<file path="config.mk">
export PLATFORM = sky130hd
export DESIGN_NAME = alu_seq
export DESIGN_NICKNAME = d
export VERILOG_FILES = /design/src/rtl/alu_seq.sv
export SDC_FILE = /design/constraint.sdc
export NUM_CORES = 1
export LEC_CHECK = 0
export CORE_MARGIN = 4
export CORE_UTILIZATION = 40
export DETAILED_ROUTE_END_ITERATION = 6
export PLACE_DENSITY = 0.72
export SLEW_MARGIN = 25
export SYNTH_ARGS = -nofsm -noshare
export SYNTH_HDL_FRONTEND = slang
export SYNTH_SLANG_ARGS = --single-unit
</file>
<file path="constraint.sdc">
create_clock -name clk -period 3.7 [get_ports clk]
set_input_delay 0.74 -clock clk [delete_from_list [all_inputs] [get_ports clk]]
set_output_delay 0.74 -clock clk [all_outputs]
set_load 0.005 [all_outputs]
</file>
<file path="src/rtl/alu_seq.sv">
// alu_seq: sequential ALU with single-cycle logic/arithmetic/shift ops and
// iterative unsigned multiply (shift-add) and divide (restoring).
// Optional feature macro: ALU_SEQ_DIV_EN enables the DIVU datapath (op 17);
// without it op 17 behaves as an illegal opcode.
module alu_seq #(
    parameter int unsigned WIDTH = 8
) (
    input  logic             clk,
    input  logic             rst_n,
    input  logic             start,
    input  logic [4:0]       op,
    input  logic [WIDTH-1:0] a,
    input  logic [WIDTH-1:0] b,
    output logic             busy,
    output logic             done,
    output logic [WIDTH-1:0] c,
    output logic [WIDTH-1:0] c_hi,
    output logic [7:0]       flags
);

    localparam int unsigned LW = $clog2(WIDTH);

    // Flag bit positions inside the 6-bit flag register
    localparam int unsigned FCF = 0;
    localparam int unsigned FAF = 1;
    localparam int unsigned FZF = 2;
    localparam int unsigned FSF = 3;
    localparam int unsigned FPF = 4;
    localparam int unsigned FVF = 5;

    localparam logic [WIDTH-1:0] ONE      = {{(WIDTH-1){1'b0}}, 1'b1};
    localparam logic [WIDTH-1:0] MSB_ONLY = {1'b1, {(WIDTH-1){1'b0}}};
    localparam logic [WIDTH-1:0] MAX_POS  = {1'b0, {(WIDTH-1){1'b1}}};
    localparam logic [LW-1:0]    LAST_IT  = LW'(WIDTH - 1);

    typedef enum logic [4:0] {
        OP_AND    = 5'd0,
        OP_NAND   = 5'd1,
        OP_OR     = 5'd2,
        OP_NOR    = 5'd3,
        OP_XOR    = 5'd4,
        OP_XNOR   = 5'd5,
        OP_ADD    = 5'd6,
        OP_SUB    = 5'd7,
        OP_NOT    = 5'd8,
        OP_NEG    = 5'd9,
        OP_INC    = 5'd10,
        OP_DEC    = 5'd11,
        OP_SHR    = 5'd12,
        OP_SHL    = 5'd13,
        OP_SAR    = 5'd14,
        OP_MIRROR = 5'd15,
        OP_MUL    = 5'd16,
        OP_DIVU   = 5'd17,
        OP_ROL    = 5'd18,
        OP_ROR    = 5'd19,
        OP_ADC    = 5'd20,
        OP_SBB    = 5'd21
    } op_e;

    typedef enum logic [1:0] {
        S_IDLE,
        S_ITER,
        S_FIN
    } state_e;

    state_e           r_state;
    logic             r_busy;
    logic             r_done;
    logic [WIDTH-1:0] r_c;
    logic [WIDTH-1:0] r_chi;
    logic [5:0]       r_flags;
    logic [LW-1:0]    r_cnt;
    logic             r_mul;
    logic [WIDTH-1:0] r_hi;
    logic [WIDTH-1:0] r_lo;
    logic [WIDTH-1:0] r_bop;

    // Single-cycle datapath
    logic [WIDTH:0]   w_ax;
    logic [WIDTH:0]   w_bx;
    logic             w_cin;
    logic [WIDTH:0]   w_add;
    logic [WIDTH:0]   w_sub;
    logic             w_add_af;
    logic             w_sub_af;
    logic             w_add_vf;
    logic             w_sub_vf;
    logic [31:0]      w_cnt;
    logic             w_big;
    logic [LW-1:0]    w_sidx;
    logic [LW-1:0]    w_lidx;
    logic [31:0]      w_rn;
    logic [WIDTH-1:0] w_c;
    logic [WIDTH-1:0] w_chi;
    logic [5:0]       w_fl;
    logic             w_zsp;
    logic             w_multi;
    logic             w_is_mul;

    // Iteration datapath
    logic [WIDTH:0]   w_madd;
    logic [WIDTH-1:0] w_mhi;
    logic [WIDTH-1:0] w_mlo;
    logic [WIDTH-1:0] w_drem;
    logic [WIDTH-1:0] w_dquo;
    logic [WIDTH-1:0] w_nhi;
    logic [WIDTH-1:0] w_nlo;
    logic [5:0]       w_ffl;

    assign w_ax  = {1'b0, a};
    assign w_bx  = {1'b0, b};
    assign w_cin = ((op == OP_ADC) || (op == OP_SBB)) ? r_flags[FCF] : 1'b0;
    assign w_add = w_ax + w_bx + {{WIDTH{1'b0}}, w_cin};
    assign w_sub = w_ax - w_bx - {{WIDTH{1'b0}}, w_cin};

    // Carry/borrow into bit 4 recovered from the sum bit: a4 ^ b4 ^ s4
    assign w_add_af = w_ax[4] ^ w_bx[4] ^ w_add[4];
    assign w_sub_af = w_ax[4] ^ w_bx[4] ^ w_sub[4];
    assign w_add_vf = (a[WIDTH-1] == b[WIDTH-1]) && (w_add[WIDTH-1] != a[WIDTH-1]);
    assign w_sub_vf = (a[WIDTH-1] != b[WIDTH-1]) && (w_sub[WIDTH-1] != a[WIDTH-1]);

    assign w_cnt  = 32'(b);
    assign w_big  = (w_cnt >= WIDTH);
    assign w_sidx = LW'(w_cnt - 32'd1);
    assign w_lidx = LW'(WIDTH - w_cnt);
    assign w_rn   = w_cnt % WIDTH;

    // Decode and evaluate single-cycle ops; flag multi-cycle launches
    always_comb begin
        w_c      = '0;
        w_chi    = '0;
        w_fl     = r_flags;
        w_zsp    = 1'b1;
        w_multi  = 1'b0;
        w_is_mul = 1'b0;
        case (op)
            OP_AND:  begin w_c = a & b;    w_fl[FCF] = 1'b0; w_fl[FVF] = 1'b0; end
            OP_NAND: begin w_c = ~(a & b); w_fl[FCF] = 1'b0; w_fl[FVF] = 1'b0; end
            OP_OR:   begin w_c = a | b;    w_fl[FCF] = 1'b0; w_fl[FVF] = 1'b0; end
            OP_NOR:  begin w_c = ~(a | b); w_fl[FCF] = 1'b0; w_fl[FVF] = 1'b0; end
            OP_XOR:  begin w_c = a ^ b;    w_fl[FCF] = 1'b0; w_fl[FVF] = 1'b0; end
            OP_XNOR: begin w_c = ~(a ^ b); w_fl[FCF] = 1'b0; w_fl[FVF] = 1'b0; end
            OP_ADD, OP_ADC: begin
                w_c       = w_add[WIDTH-1:0];
                w_fl[FCF] = w_add[WIDTH];
                w_fl[FAF] = w_add_af;
                w_fl[FVF] = w_add_vf;
            end
            OP_SUB, OP_SBB: begin
                w_c       = w_sub[WIDTH-1:0];
                w_fl[FCF] = w_sub[WIDTH];
                w_fl[FAF] = w_sub_af;
                w_fl[FVF] = w_sub_vf;
            end
            OP_NOT: begin
                w_c   = ~a;
                w_zsp = 1'b0;
            end
            OP_NEG: begin
                w_c       = ~a + ONE;
                w_fl[FCF] = (a != '0);
                w_fl[FAF] = (a[3:0] != 4'h0);
                w_fl[FVF] = (a == MSB_ONLY);
            end
            OP_INC: begin
                w_c       = a + ONE;
                w_fl[FAF] = (a[3:0] == 4'hF);
                w_fl[FVF] = (a == MAX_POS);
            end
            OP_DEC: begin
                w_c       = a - ONE;
                w_fl[FAF] = (a[3:0] == 4'h0);
                w_fl[FVF] = (a == MSB_ONLY);
            end
            OP_SHR: begin
                if (w_cnt == 32'd0) begin
                    w_c = a;
                end else if (w_big) begin
                    w_c       = '0;
                    w_fl[FCF] = 1'b0;
                end else begin
                    w_c       = a >> w_cnt;
                    w_fl[FCF] = a[w_sidx];
                end
            end
            OP_SHL: begin
                if (w_cnt == 32'd0) begin
                    w_c = a;
                end else if (w_big) begin
                    w_c       = '0;
                    w_fl[FCF] = 1'b0;
                end else begin
                    w_c       = a << w_cnt;
                    w_fl[FCF] = a[w_lidx];
                end
            end
            OP_SAR: begin
                if (w_cnt == 32'd0) begin
                    w_c = a;
                end else if (w_big) begin
                    w_c       = {WIDTH{a[WIDTH-1]}};
                    w_fl[FCF] = a[WIDTH-1];
                end else begin
                    w_c       = $unsigned($signed(a) >>> w_cnt);
                    w_fl[FCF] = a[w_sidx];
                end
            end
            OP_MIRROR: begin
                for (int unsigned i = 0; i < WIDTH; i++) begin
                    w_c[i] = a[WIDTH-1-i];
                end
                w_zsp = 1'b0;
            end
            // Last bit rotated out lands in c[0] for ROL and c[MSB] for ROR
            OP_ROL: begin
                w_c = (a << w_rn) | (a >> (WIDTH - w_rn));
                if (w_cnt != 32'd0) w_fl[FCF] = w_c[0];
            end
            OP_ROR: begin
                w_c = (a >> w_rn) | (a << (WIDTH - w_rn));
                if (w_cnt != 32'd0) w_fl[FCF] = w_c[WIDTH-1];
            end
            OP_MUL: begin
                w_multi  = 1'b1;
                w_is_mul = 1'b1;
            end
`ifdef ALU_SEQ_DIV_EN
            OP_DIVU: begin
                if (b == '0) begin
                    w_c       = '1;
                    w_chi     = a;
                    w_fl[FCF] = 1'b0;
                    w_fl[FVF] = 1'b1;
                end else begin
                    w_multi = 1'b1;
                end
            end
`endif
            default: begin
                w_zsp = 1'b0;
            end
        endcase
        if (w_zsp) begin
            w_fl[FZF] = (w_c == '0);
            w_fl[FSF] = w_c[WIDTH-1];
            w_fl[FPF] = ~^w_c;
        end
    end

    // Shift-add multiply step: {r_hi, r_lo} holds partial product / multiplier
    assign w_madd = {1'b0, r_hi} + (r_lo[0] ? {1'b0, r_bop} : '0);
    assign w_mhi  = w_madd[WIDTH:1];
    assign w_mlo  = {w_madd[0], r_lo[WIDTH-1:1]};

`ifdef ALU_SEQ_DIV_EN
    logic [WIDTH:0]   w_dsh;
    logic             w_dge;
    logic [WIDTH-1:0] w_ddif;

    // Restoring divide step: r_hi is the partial remainder, r_lo shifts
    // dividend bits out and quotient bits in
    assign w_dsh  = {r_hi, r_lo[WIDTH-1]};
    assign w_dge  = (w_dsh >= {1'b0, r_bop});
    assign w_ddif = w_dsh[WIDTH-1:0] - r_bop;
    assign w_drem = w_dge ? w_ddif : w_dsh[WIDTH-1:0];
    assign w_dquo = {r_lo[WIDTH-2:0], w_dge};
`else
    assign w_drem = '0;
    assign w_dquo = '0;
`endif

    // Select next iteration state and the flags written on the final step
    always_comb begin
        w_nhi      = r_mul ? w_mhi : w_drem;
        w_nlo      = r_mul ? w_mlo : w_dquo;
        w_ffl      = r_flags;
        w_ffl[FCF] = r_mul && (w_mhi != '0);
        w_ffl[FVF] = r_mul && (w_mhi != '0);
        w_ffl[FZF] = r_mul ? ((w_nhi == '0) && (w_nlo == '0)) : (w_nlo == '0);
        w_ffl[FSF] = w_nlo[WIDTH-1];
        w_ffl[FPF] = ~^w_nlo;
    end

    // Control FSM with registered results; FIN also accepts a new launch so
    // that an op can be issued in the same cycle done is high
    always_ff @(posedge clk or negedge rst_n) begin
        if (!rst_n) begin
            r_state <= S_IDLE;
            r_busy  <= 1'b0;
            r_done  <= 1'b0;
            r_c     <= '0;
            r_chi   <= '0;
            r_flags <= '0;
            r_cnt   <= '0;
            r_mul   <= 1'b0;
            r_hi    <= '0;
            r_lo    <= '0;
            r_bop   <= '0;
        end else begin
            r_done <= 1'b0;
            case (r_state)
                S_ITER: begin
                    r_cnt <= r_cnt + LW'(1);
                    r_hi  <= w_nhi;
                    r_lo  <= w_nlo;
                    if (r_cnt == LAST_IT) begin
                        r_state <= S_FIN;
                        r_busy  <= 1'b0;
                        r_done  <= 1'b1;
                        r_c     <= w_nlo;
                        r_chi   <= w_nhi;
                        r_flags <= w_ffl;
                    end
                end
                default: begin
                    r_state <= S_IDLE;
                    if (start) begin
                        if (w_multi) begin
                            r_state <= S_ITER;
                            r_busy  <= 1'b1;
                            r_cnt   <= '0;
                            r_mul   <= w_is_mul;
                            r_hi    <= '0;
                            r_lo    <= a;
                            r_bop   <= b;
                        end else begin
                            r_done  <= 1'b1;
                            r_c     <= w_c;
                            r_chi   <= w_chi;
                            r_flags <= w_fl;
                        end
                    end
                end
            endcase
        end
    end

    assign busy  = r_busy;
    assign done  = r_done;
    assign c     = r_c;
    assign c_hi  = r_chi;
    assign flags = {2'b00, r_flags};

endmodule

</file>
==> reports/results.ini, run 1 <==
[die]
coreArea_mm2 = 0.01802
die_h_um = 143.6
pin_count = 50
initial_utilization_pct = 40.81
fp.dieW_um = 143.6
rows = 49
die-area_mm2 = 0.02062

[pwr]
p_leak_nw = 4.597
swShare_pct = 41.38
pwr-share-seq_pct = 26.4
p_int_mw = 2.213
share_comb_of_total_power_pct = 59.5
ir_worst_vdd_uv = 524.0
p_clk_share_pct = 14.2
p_switching_mw = 1.562
power_density_mw_per_mm2 = 367.0

[logic_synthesis]
netlist_top_cells_area = dfrtp_1 18%, ha_1 9.9%, nand2_1 5.8%
synth_edf_count = 0
yosysTopAreaCellShare_pct = 18.37
synthArstFlopShare_pct = 100.0
yosysMostFrequentCell = nand2_1
ys_ff_latch = 54
synth_cells = 945
yosys.area.top_type = dfrtp_1
yosys_most_used_dff = dfrtp_1
syn_area_mm2 = 0.007356
synth_cell_types = 85
synth_area_per_cell_um2 = 7.784
yosysSeqAreaShare_pct = 18.37
yosys_warnings = 0
synth_common_cells = 113 x nand2_1, 60 x a21oi_1, 59 x nor2_1

[timing]
slew_headroom_pct = 51.22
tightest_slew_ps = 729.0
period_share_pct = 106.7
finalSetupViolCount = 2
slew_viol_final = 0
hold_slack_ps = 451.6
fmax_mhz = 253.4
tns_ps = -281.6
worst_slack_ps = -246.1
fin_crit_ps = 3946
hold_violations = 0
finClkSkew_ps = 4.859
rsz0062_at_grt = true

[cts]
clk_pin_slew_ps = 70
cts_max_level = 2
cts_tree = yes
insertion_delay_ps = 290
root_buffer = clkbuf_16
clockBufferDepth = 2
hold_buffers = 0
numCtsBuffers = 5
cts_num_sinks = 54

[place]
gp_congestion = 1.071
dp_hpwl_um = 25560
place_ws_ps = -1292
port_buffers = 47
dp_cells = 1413

[cells_and_area]
nNetsFinal = 1294
final_layout_size_suffix_gt1_share_pct = 31.92
area_growth_syn_to_layout_pct = 39.82
fin_cells = 1435
n_antenna_cell = 0
final_util_pct = 57.06

[run_status]
status = finished with violations
violations = setup timing

[routing]
wl_per_cell_um = 22.51
firstDrtPassIters = 5
vias = 8893
finalWirelength_um = 32300
ant_nets = 0
avgViaCountPerCell = 6.197
drc = 0
drtIter0Drc = 900

[worst_setup_path]
cp-endpoint = r_flags[4]$_DFFE_PN0P_
cpMaxStageDelayCell = or4_4
reg2reg_depth = 15
start_kind = input port
crit_fanout = 2
critPathKind = in2reg
cp_slowest_stage_delay_ps = 430
arrival_ps = 4100
timing.rr.end = r_flags[4]$_DFFE_PN0P_
cp-end-kind = flip-flop
r2r_slack_ps = -50
required_ps = 3860
crit-reg2reg-launch = r_flags[0]$_DFFE_PN0P_
crit_chain = buf_6 > nand2b_4 > or4_4 > fa_2 > fa_2 > o21a_1 > or3_4 > nand3_4 > o2111ai_4 > nor4_4 > and2_4 > ha_4 > xnor2_2 > xnor2_1 > a21oi_1 > a21oi_1
cp-startpoint = op[3]

[grt]
overflow = 0
grt_pass1_vias = 8559
grt_max_degree = 32
grt_pass1_wl_um = 49160
grt_use_total_pct = 30.87
antenna_found_initial = 0

[hold_path]
hold_path_class = in2async

[job]
cap_violations = 0

how the worst min path moves through the flow:
stage                              start              endpoint  slack (ps)  cells past startpoint
floorplan                          rst_n      busy$_DFFE_PN0P_         440                      0
global placement     c_hi[6]$_DFFE_PN0P_   c_hi[6]$_DFFE_PN0P_         450                      2
detailed placement   c_hi[6]$_DFFE_PN0P_   c_hi[6]$_DFFE_PN0P_         460                      2
CTS                                rst_n  r_bop[6]$_DFFE_PN0P_         470                      1
global route        r_bop[6]$_DFFE_PN0P_  r_bop[6]$_DFFE_PN0P_         490                      2
finish                             rst_n   r_hi[5]$_DFFE_PN0P_         450                      1
layout make-up:
class	instances	area, um2
Clock buffer	6	138.9
Timing Repair Buffer	327	2608
Sequential cell	54	1351
Tap cell	229	286.5
Fill cell	1715	7740
Clock inverter	1	30.03
Inverter	34	127.6
Multi-Input combinational cell	784	5743
metal layers:
metal	vias up	global-route usage, %	share of wire, %
met5	-	0	0
met4	0	13.73	5.3
met3	122	4.293	9.8
li1	4030	-	-
met2	551	48.61	44
met1	4190	42.21	41
power by group through the flow:
stage / combinational (mW) / sequential, mW / clock [mW]
3_5_place_dp: 2.12 / 0.998 / 0
3_3_place_gp: 2.09 / 0.994 / 0
2_1_floorplan: 1.25 / 0.943 / 0
5_1_grt: 2.44 / 1.02 / 0.565
4_1_cts: 2.18 / 0.995 / 0.544
6_report: 2.24 / 0.995 / 0.536
placed cells by master, fill, tap and decap left out, types with 12 or more instances in the layout:
cell type        synthesis  final
o21ai_0                 53     49
ha_1                    58     56
buf_4                    4    277
o211ai_1                14     14
nand3_1                 33     31
a21oi_1                 60     60
inv_1                   31     29
xnor2_1                 20     19
a211oi_1                17     15
mux4_2                  12     12
nand2_1                113    113
dfrtp_1                 54     54
nor3_1                  22     22
mux2_2                  12     12
xor2_1                  18     17
nand2b_1                18     17
mux2i_1                 19     18
a31oi_1                 23     23
nor2_1                  59     58
clkdlybuf4s50_1          0     37
timing repair:
item / in CTS / in global routing
setup buffers: 11 / 4
gates resized for setup: 32 / 31
endpoints found under the setup margin: 12 / 9
pin swaps: 23 / 23
cells by family after synthesis:
logic type,share of synthesized area [%]
buf+inv,6.191
flops,18.37
fa+ha+maj,11.50
mux,8.250
compound gates,24.82
xor+xnor,4.967
other cells,0.05098
simple gates,25.85
critical path, delay by kind of cell:
family | cells | cell delay, ps
AOI/OAI and AO/OA | 4 | 530
xor gates and xnor gates | 2 | 250
adders and majority gates | 3 | 930
buffers and inverters | 1 | 90
and+or+nand+nor | 6 | 1560
through the flow:
stage	total power, mW	area, um2
after CTS	3.719	10160
after detailed placement	3.122	9834
after floorplan	2.190	7416
after global routing	4.027	10280
final	3.775	10280
after global placement	3.086	9834
flip-flops by register name, summed over array words and instances, names as in the netlist:
register,count
busy,1
c,8
c_hi,8
done,1
r_bop,8
r_cnt,3
r_flags,6
r_hi,8
r_lo,8
r_mul,1
r_state,2
Power figures use the tool's default switching activity.
==> run 2, diff against run 1 <==
- PLACE_DENSITY: 0.72 -> default
- PLACE_DENSITY_LB_ADDON: default -> 0.08
==> run 2 against run 1 <==
The flow still finishes with violations (setup timing). Sequential power down 1%. Combinational power about the same. Worst setup slack worse by 110 ps. Sequential cell count unchanged. Via count down 4.3%. Worst hold slack better by 20 ps. Clock skew up 4.1 ps. First-iteration DRC count down 0.56%. Power down 2.2%. Critical endpoint unchanged. Highest routed layer unchanged.
==> reports/results.ini, run 2 (synthesized netlist as in run 1, its figures left out) <==
[cts]
insertion_delay_ps = 300  ; about the same
clockBufferDepth = 2  ; unchanged
root_buffer = clkbuf_16
cts_max_level = 2  ; unchanged
cts_tree = yes
clk_pin_slew_ps = 70  ; about the same
numCtsBuffers = 5  ; unchanged
cts_num_sinks = 54  ; unchanged

[cells_and_area]
fin_cells = 1438  ; +0.21%
final_util_pct = 56.88  ; -0.18 points
nNetsFinal = 1296  ; +0.15%
final_area_mm2 = 0.01025  ; -0.32%
area_growth_syn_to_layout_pct = 39.38
n_antenna_cell = 0  ; unchanged
final_cell_mix = 276 x buf_4, 113 x nand2_1, 59 x nor2_1, 59 x a21oi_1, 57 x ha_1
final_layout_size_suffix_gt1_share_pct = 31.51  ; -0.41 points
final_common_cell = buf_4

[grt]
grt_pass1_wl_um = 48010  ; -2.3%
antenna_found_initial = 0  ; unchanged
grt_pass1_vias = 8260  ; -3.5%
overflow = 0  ; unchanged
grt_max_degree = 40  ; +25%
grt_use_total_pct = 30.31  ; -0.56 points

[die]
coreArea_mm2 = 0.01802  ; unchanged
pin_count = 50  ; unchanged
die_h_um = 143.6  ; unchanged
fp.dieW_um = 143.6  ; unchanged
rows = 49  ; unchanged
die-area_mm2 = 0.02062  ; unchanged
initial_utilization_pct = 40.81  ; unchanged

[worst_setup_path]
arrival_ps = 4230  ; +130 ps
critPathBufInv = 2  ; +1
start_kind = input port
cpMaxStageDelayCell = or4_4
critical-path-top-delay-family = simple AND/OR/NAND/NOR gates
cp-end-kind = flip-flop
critPathKind = in2reg
crit_fanout = 2  ; unchanged
crit_chain = buf_6 > nand2b_4 > or4_4 > buf_6 > fa_2 > fa_2 > o21a_1 > or3_4 > nand3_4 > o2111ai_2 > nor4_2 > and2_4 > ha_4 > xnor2_2 > xnor2_1 > a21oi_1 > a21oi_1
cp_slowest_stage_delay_ps = 500  ; +70 ps
required_ps = 3880  ; +20 ps

[timing]
tns_ps = -621.4  ; -339.8 ps
period_share_pct = 109.5  ; +2.9 points
fmax_mhz = 246.7  ; -2.6%
slew_headroom_pct = 42.26  ; -9.0 points
finalSetupViolCount = 3  ; +1
slew_viol_final = 0  ; unchanged
rsz0062_at_grt = true
worst_slack_ps = -353.3  ; -107.2 ps
tightest_slew_ps = 866.2  ; +137.1 ps
finClkSkew_ps = 8.952  ; +4.092 ps
hold_violations = 0  ; unchanged
fin_crit_ps = 4053  ; +107.2 ps

[pwr]
share_comb_of_total_power_pct = 60.2  ; +0.7 points
pwr-share-seq_pct = 26.7  ; +0.3 points
p_clk_share_pct = 13.1  ; -1.1 points
power_density_mw_per_mm2 = 360.2  ; -1.9%
p_leak_nw = 4.576  ; -0.46%
total_power_mw = 3.693  ; -2.2%
ir_worst_vdd_uv = 582.9  ; +11%
p_switching_mw = 1.542  ; -1.3%
swShare_pct = 41.76  ; +0.37 points
p_int_mw = 2.151  ; -2.8%

[hold_path]
hold_path_class = reg2reg

[place]
dp_cells = 1419  ; +0.42%
port_buffers = 47  ; unchanged
gp_congestion = 0.9939  ; -7.2%
post_dp_cell_area_mm2 = 0.009879  ; +0.46%
dp_hpwl_um = 25100  ; -1.8%

[routing]
finalWirelength_um = 31190  ; -3.5%
firstDrtPassIters = 6  ; +1
vias = 8512  ; -4.3%
wl_per_cell_um = 21.69  ; -3.7%
drc = 0  ; unchanged
drtIter0Drc = 895  ; -0.56%
avgViaCountPerCell = 5.919  ; -4.5%
ant_nets = 0  ; unchanged

[job]
cap_violations = 0  ; unchanged

[run_status]
status = finished with violations
violations = setup timing

-- run 2: cell type report --
class	instances	area, um2
Clock buffer	6	138.9
Clock inverter	2	12.51
Fill cell	1744	7772
Inverter	34	127.6
Multi-Input combinational cell	784	5709
Sequential cell	54	1351
Tap cell	229	286.5
Timing Repair Buffer	329	2626
-- run 2: worst paths after layout --
check                                         end              startpoint  cells past startpoint  slack, ps
min in group asynchronous     r_hi[7]$_DFFE_PN0P_                   rst_n                      1        560
min reg2reg                   c_hi[6]$_DFFE_PN0P_     c_hi[6]$_DFFE_PN0P_                      2        470
max in group asynchronous     r_lo[7]$_DFFE_PN0P_                   rst_n                      2       2380
max reg2reg                r_flags[4]$_DFFE_PN0P_  r_flags[0]$_DFFE_PN0P_                     16       -120
min                           c_hi[6]$_DFFE_PN0P_     c_hi[6]$_DFFE_PN0P_                      2        470
max                        r_flags[4]$_DFFE_PN0P_                   op[3]                     17       -350
-- run 2: worst min-delay path, cell delays in order, from the launching register on --
cell and delay, ps:
dfrtp_1 350, nand2_1 50, nand2_1 50
-- run 2: metal layers --
| metal | track usage, % | wire length [um] |
|---|---|---|
| met1 | 41.17 | 13580 |
| met2 | 48.26 | 13840 |
| met3 | 5.691 | 2607 |
| met4 | 10.85 | 1157 |
| met5 | 0 | 0 |
-- run 2: timing repair --
action                     4_1_cts  5_1_grt
pin swaps                       15       13
hold buffers                     0        0
resized for setup               30       22
setup buffers                   13        2
setup endpoints to repair       13       11
-- run 2: through the flow --
| stage | hold slack [ps] | setup slack [ps] |
|---|---|---|
| final | 471.4 | -353.3 |
| after CTS | 474.8 | -420.8 |
| after detailed placement | 459.4 | -1218 |
| after floorplan | 441.8 | -629.3 |
| after global routing | 490.0 | -496.3 |
| after global placement | 453.7 | -1145 |
-- run 2: power groups by stage --
stage	sequential [mW]	clock (mW)	combinational (mW)
final	0.985	0.483	2.22
after detailed placement	0.990	0	2.14
after floorplan	0.943	0	1.25
after global placement	0.989	0	2.12
after CTS	0.984	0.490	2.19
after global routing	1.01	0.510	2.45
==> run 3, diff against run 2 <==
- PLACE_DENSITY_LB_ADDON: 0.08 -> default
==> run 3 against run 2 <==
The flow still finishes with violations (setup timing). Clock-buffer cell count shrank 1. Sequential power is essentially flat. Via count grew 4.4%. Critical endpoint unchanged. Largest power group unchanged. Global-route usage grew 0.28 points.
==> reports/results.ini, run 3 (synthesized netlist as in run 1, its figures left out) <==
[cells_and_area]
final_common_cell = buf_4
final_layout_size_suffix_gt1_share_pct = 33.93  ; +2.4 points
area_growth_syn_to_layout_pct = 43.36
fillerInstances = 1708  ; -2.1%
nNetsFinal = 1322  ; +2.0%
final_cell_mix = 304 x buf_4, 113 x nand2_1, 60 x a21oi_1
n_antenna_cell = 0  ; unchanged

[grt]
grt_max_degree = 43  ; +7.5%
grt_use_total_pct = 30.58  ; +0.28 points
antenna_found_initial = 0  ; unchanged
grt_pass1_wl_um = 48670  ; +1.4%
overflow = 0  ; unchanged
grt_pass1_vias = 8417  ; +1.9%

[worst_setup_path]
cp-end-kind = flip-flop
reg2reg_depth = 15  ; -1
critPathKind = in2reg
crit_fanout = 2  ; unchanged
cpMaxStageDelayCell = or4_4
cp_slowest_stage_delay_ps = 490  ; about the same
required_ps = 3870  ; about the same
critPathBufInv = 1  ; -1
critical-path-top-delay-family = simple AND/OR/NAND/NOR gates
crit_chain = buf_6 > nand2b_4 > or4_4 > fa_2 > fa_2 > o21a_1 > or3_4 > nand3_4 > o2111ai_2 > nor4_2 > and2_4 > ha_4 > xnor2_2 > xnor2_1 > a21oi_1 > a21oi_1
arrival_ps = 4200  ; -30 ps
start_kind = input port
timing.rr.end = r_flags[4]$_DFFE_PN0P_
crit-reg2reg-launch = r_flags[0]$_DFFE_PN0P_
r2r_slack_ps = 0  ; +120 ps

[timing]
tightest_slew_ps = 929.5  ; +63.38 ps
finalSetupViolCount = 4  ; +1
slew_viol_final = 0  ; unchanged
hold_violations = 0  ; unchanged
fmax_mhz = 248.2  ; +0.61%
worst_slack_ps = -328.9  ; +24.45 ps
slew_headroom_pct = 38.03  ; -4.2 points
fin_crit_ps = 4029  ; -24.45 ps
rsz0062_at_grt = true
finClkSkew_ps = 8.086  ; -0.8658 ps
period_share_pct = 108.9  ; -0.66 points
hold_slack_ps = 470.9  ; -0.4940 ps

[pwr]
p_switching_mw = 1.563  ; +1.4%
pwr-share-seq_pct = 25.8  ; -0.9 points
power_density_mw_per_mm2 = 360.3  ; about the same
share_comb_of_total_power_pct = 60.3  ; about the same
p_leak_nw = 4.739  ; +3.6%
p_clk_share_pct = 13.8  ; +0.7 points
ir_worst_vdd_uv = 573.9  ; -1.5%
total_power_mw = 3.799  ; +2.9%
swShare_pct = 41.14  ; -0.62 points
p_int_mw = 2.236  ; +4.0%

[cts]
hold_buffers = 0  ; unchanged
clk_pin_slew_ps = 70  ; about the same
numCtsBuffers = 5  ; unchanged
clockBufferDepth = 2  ; unchanged
cts_num_sinks = 54  ; unchanged
root_buffer = clkbuf_16
cts_tree = yes
cts_max_level = 2  ; unchanged
insertion_delay_ps = 300  ; about the same

[routing]
drtIter0Drc = 1052  ; +18%
firstDrtPassIters = 5  ; -1
drc = 0  ; unchanged
vias = 8886  ; +4.4%
wl_per_cell_um = 21.78  ; +0.41%
ant_nets = 0  ; unchanged
avgViaCountPerCell = 6.070  ; +2.5%
finalWirelength_um = 31880  ; +2.2%

[die]
initial_utilization_pct = 40.81  ; unchanged
die-area_mm2 = 0.02062  ; unchanged
fp.dieW_um = 143.6  ; unchanged
die_h_um = 143.6  ; unchanged
pin_count = 50  ; unchanged
coreArea_mm2 = 0.01802  ; unchanged
rows = 49  ; unchanged

[hold_path]
hold_path_class = reg2reg
hp-start = r_bop[0]$_DFFE_PN0P_
worstHoldPathCells = 2  ; unchanged
min_to = r_bop[0]$_DFFE_PN0P_

[run_status]
violations = setup timing
status = finished with violations

[place]
dp_hpwl_um = 25240  ; +0.56%
port_buffers = 47  ; unchanged
gp_congestion = 1.059  ; +6.5%

[job]
cap_violations = 0  ; unchanged

==> run 3: final cells by class <==
type	instances	area [um2]	share of cell area, %
multi-input combinational	784	5816	55.15
timing repair buffer	355	2799	26.54
sequential	54	1351	12.81
tap	229	286.5	2.717
inverter	34	127.6	1.210
clock buffer	5	125.1	1.187
clock inverter	3	40.04	0.3797
==> run 3: worst max-delay path by stage <==
| stage | from | endpoint | cells past startpoint |
|---|---|---|---|
| global placement | op[4] | r_flags[4]$_DFFE_PN0P_ | 16 |
| floorplan | op[1] | r_flags[4]$_DFFE_PN0P_ | 17 |
| global route | op[3] | r_flags[4]$_DFFE_PN0P_ | 16 |
| finish | op[3] | r_flags[4]$_DFFE_PN0P_ | 16 |
| detailed placement | op[4] | r_flags[4]$_DFFE_PN0P_ | 16 |
| CTS | op[3] | r_flags[4]$_DFFE_PN0P_ | 16 |
==> run 3: power groups by stage <==
stage	Combinational [mW]	Clock (mW)	Sequential [mW]
global route	2.51	0.559	1.01
floorplan	1.25	0	0.943
CTS	2.23	0.537	0.985
finish	2.29	0.526	0.982
detailed placement	2.14	0	0.992
global placement	2.11	0	0.989
==> run 3: per-stage QoR <==
step / setup TNS (ps) / area (um2) / instances / setup slack, ps / util, %
finish: -885.2 / 10550 / 1464 / -328.9 / 58.50
global route: -1278 / 10550 / 1464 / -411.6 / 58.50
detailed placement: -8767 / 9965 / 1432 / -1223 / 55.28
CTS: -717.5 / 10430 / 1463 / -325.4 / 57.85
floorplan: -902.3 / 7416 / 946 / -629.3 / -
global placement: -8263 / 9965 / 1432 / -1192 / 55.28
==> run 3: what timing repair did <==
item                                    in CTS  in global routing
resized for setup                           51                 16
endpoints found under the setup margin      13                  6
endpoints found under the hold margin        0                  0
pin swaps                                   27                 11
buffers inserted                            23                  1
==> run 3: worst min-delay path: cells and delay by family (launching register included) <==
family          cells  cell delay, ps
flops               1             330
simple gates        1              50
compound gates      1              60
==> run 3: metal layers <==
metal	up-vias	GRT usage [%]	part of all wire, %
met2	499	48.61	45
met4	0	12.74	4.5
met3	97	3.527	9.1
met1	4193	42.25	41
li1	4097	-	-
met5	-	0	0
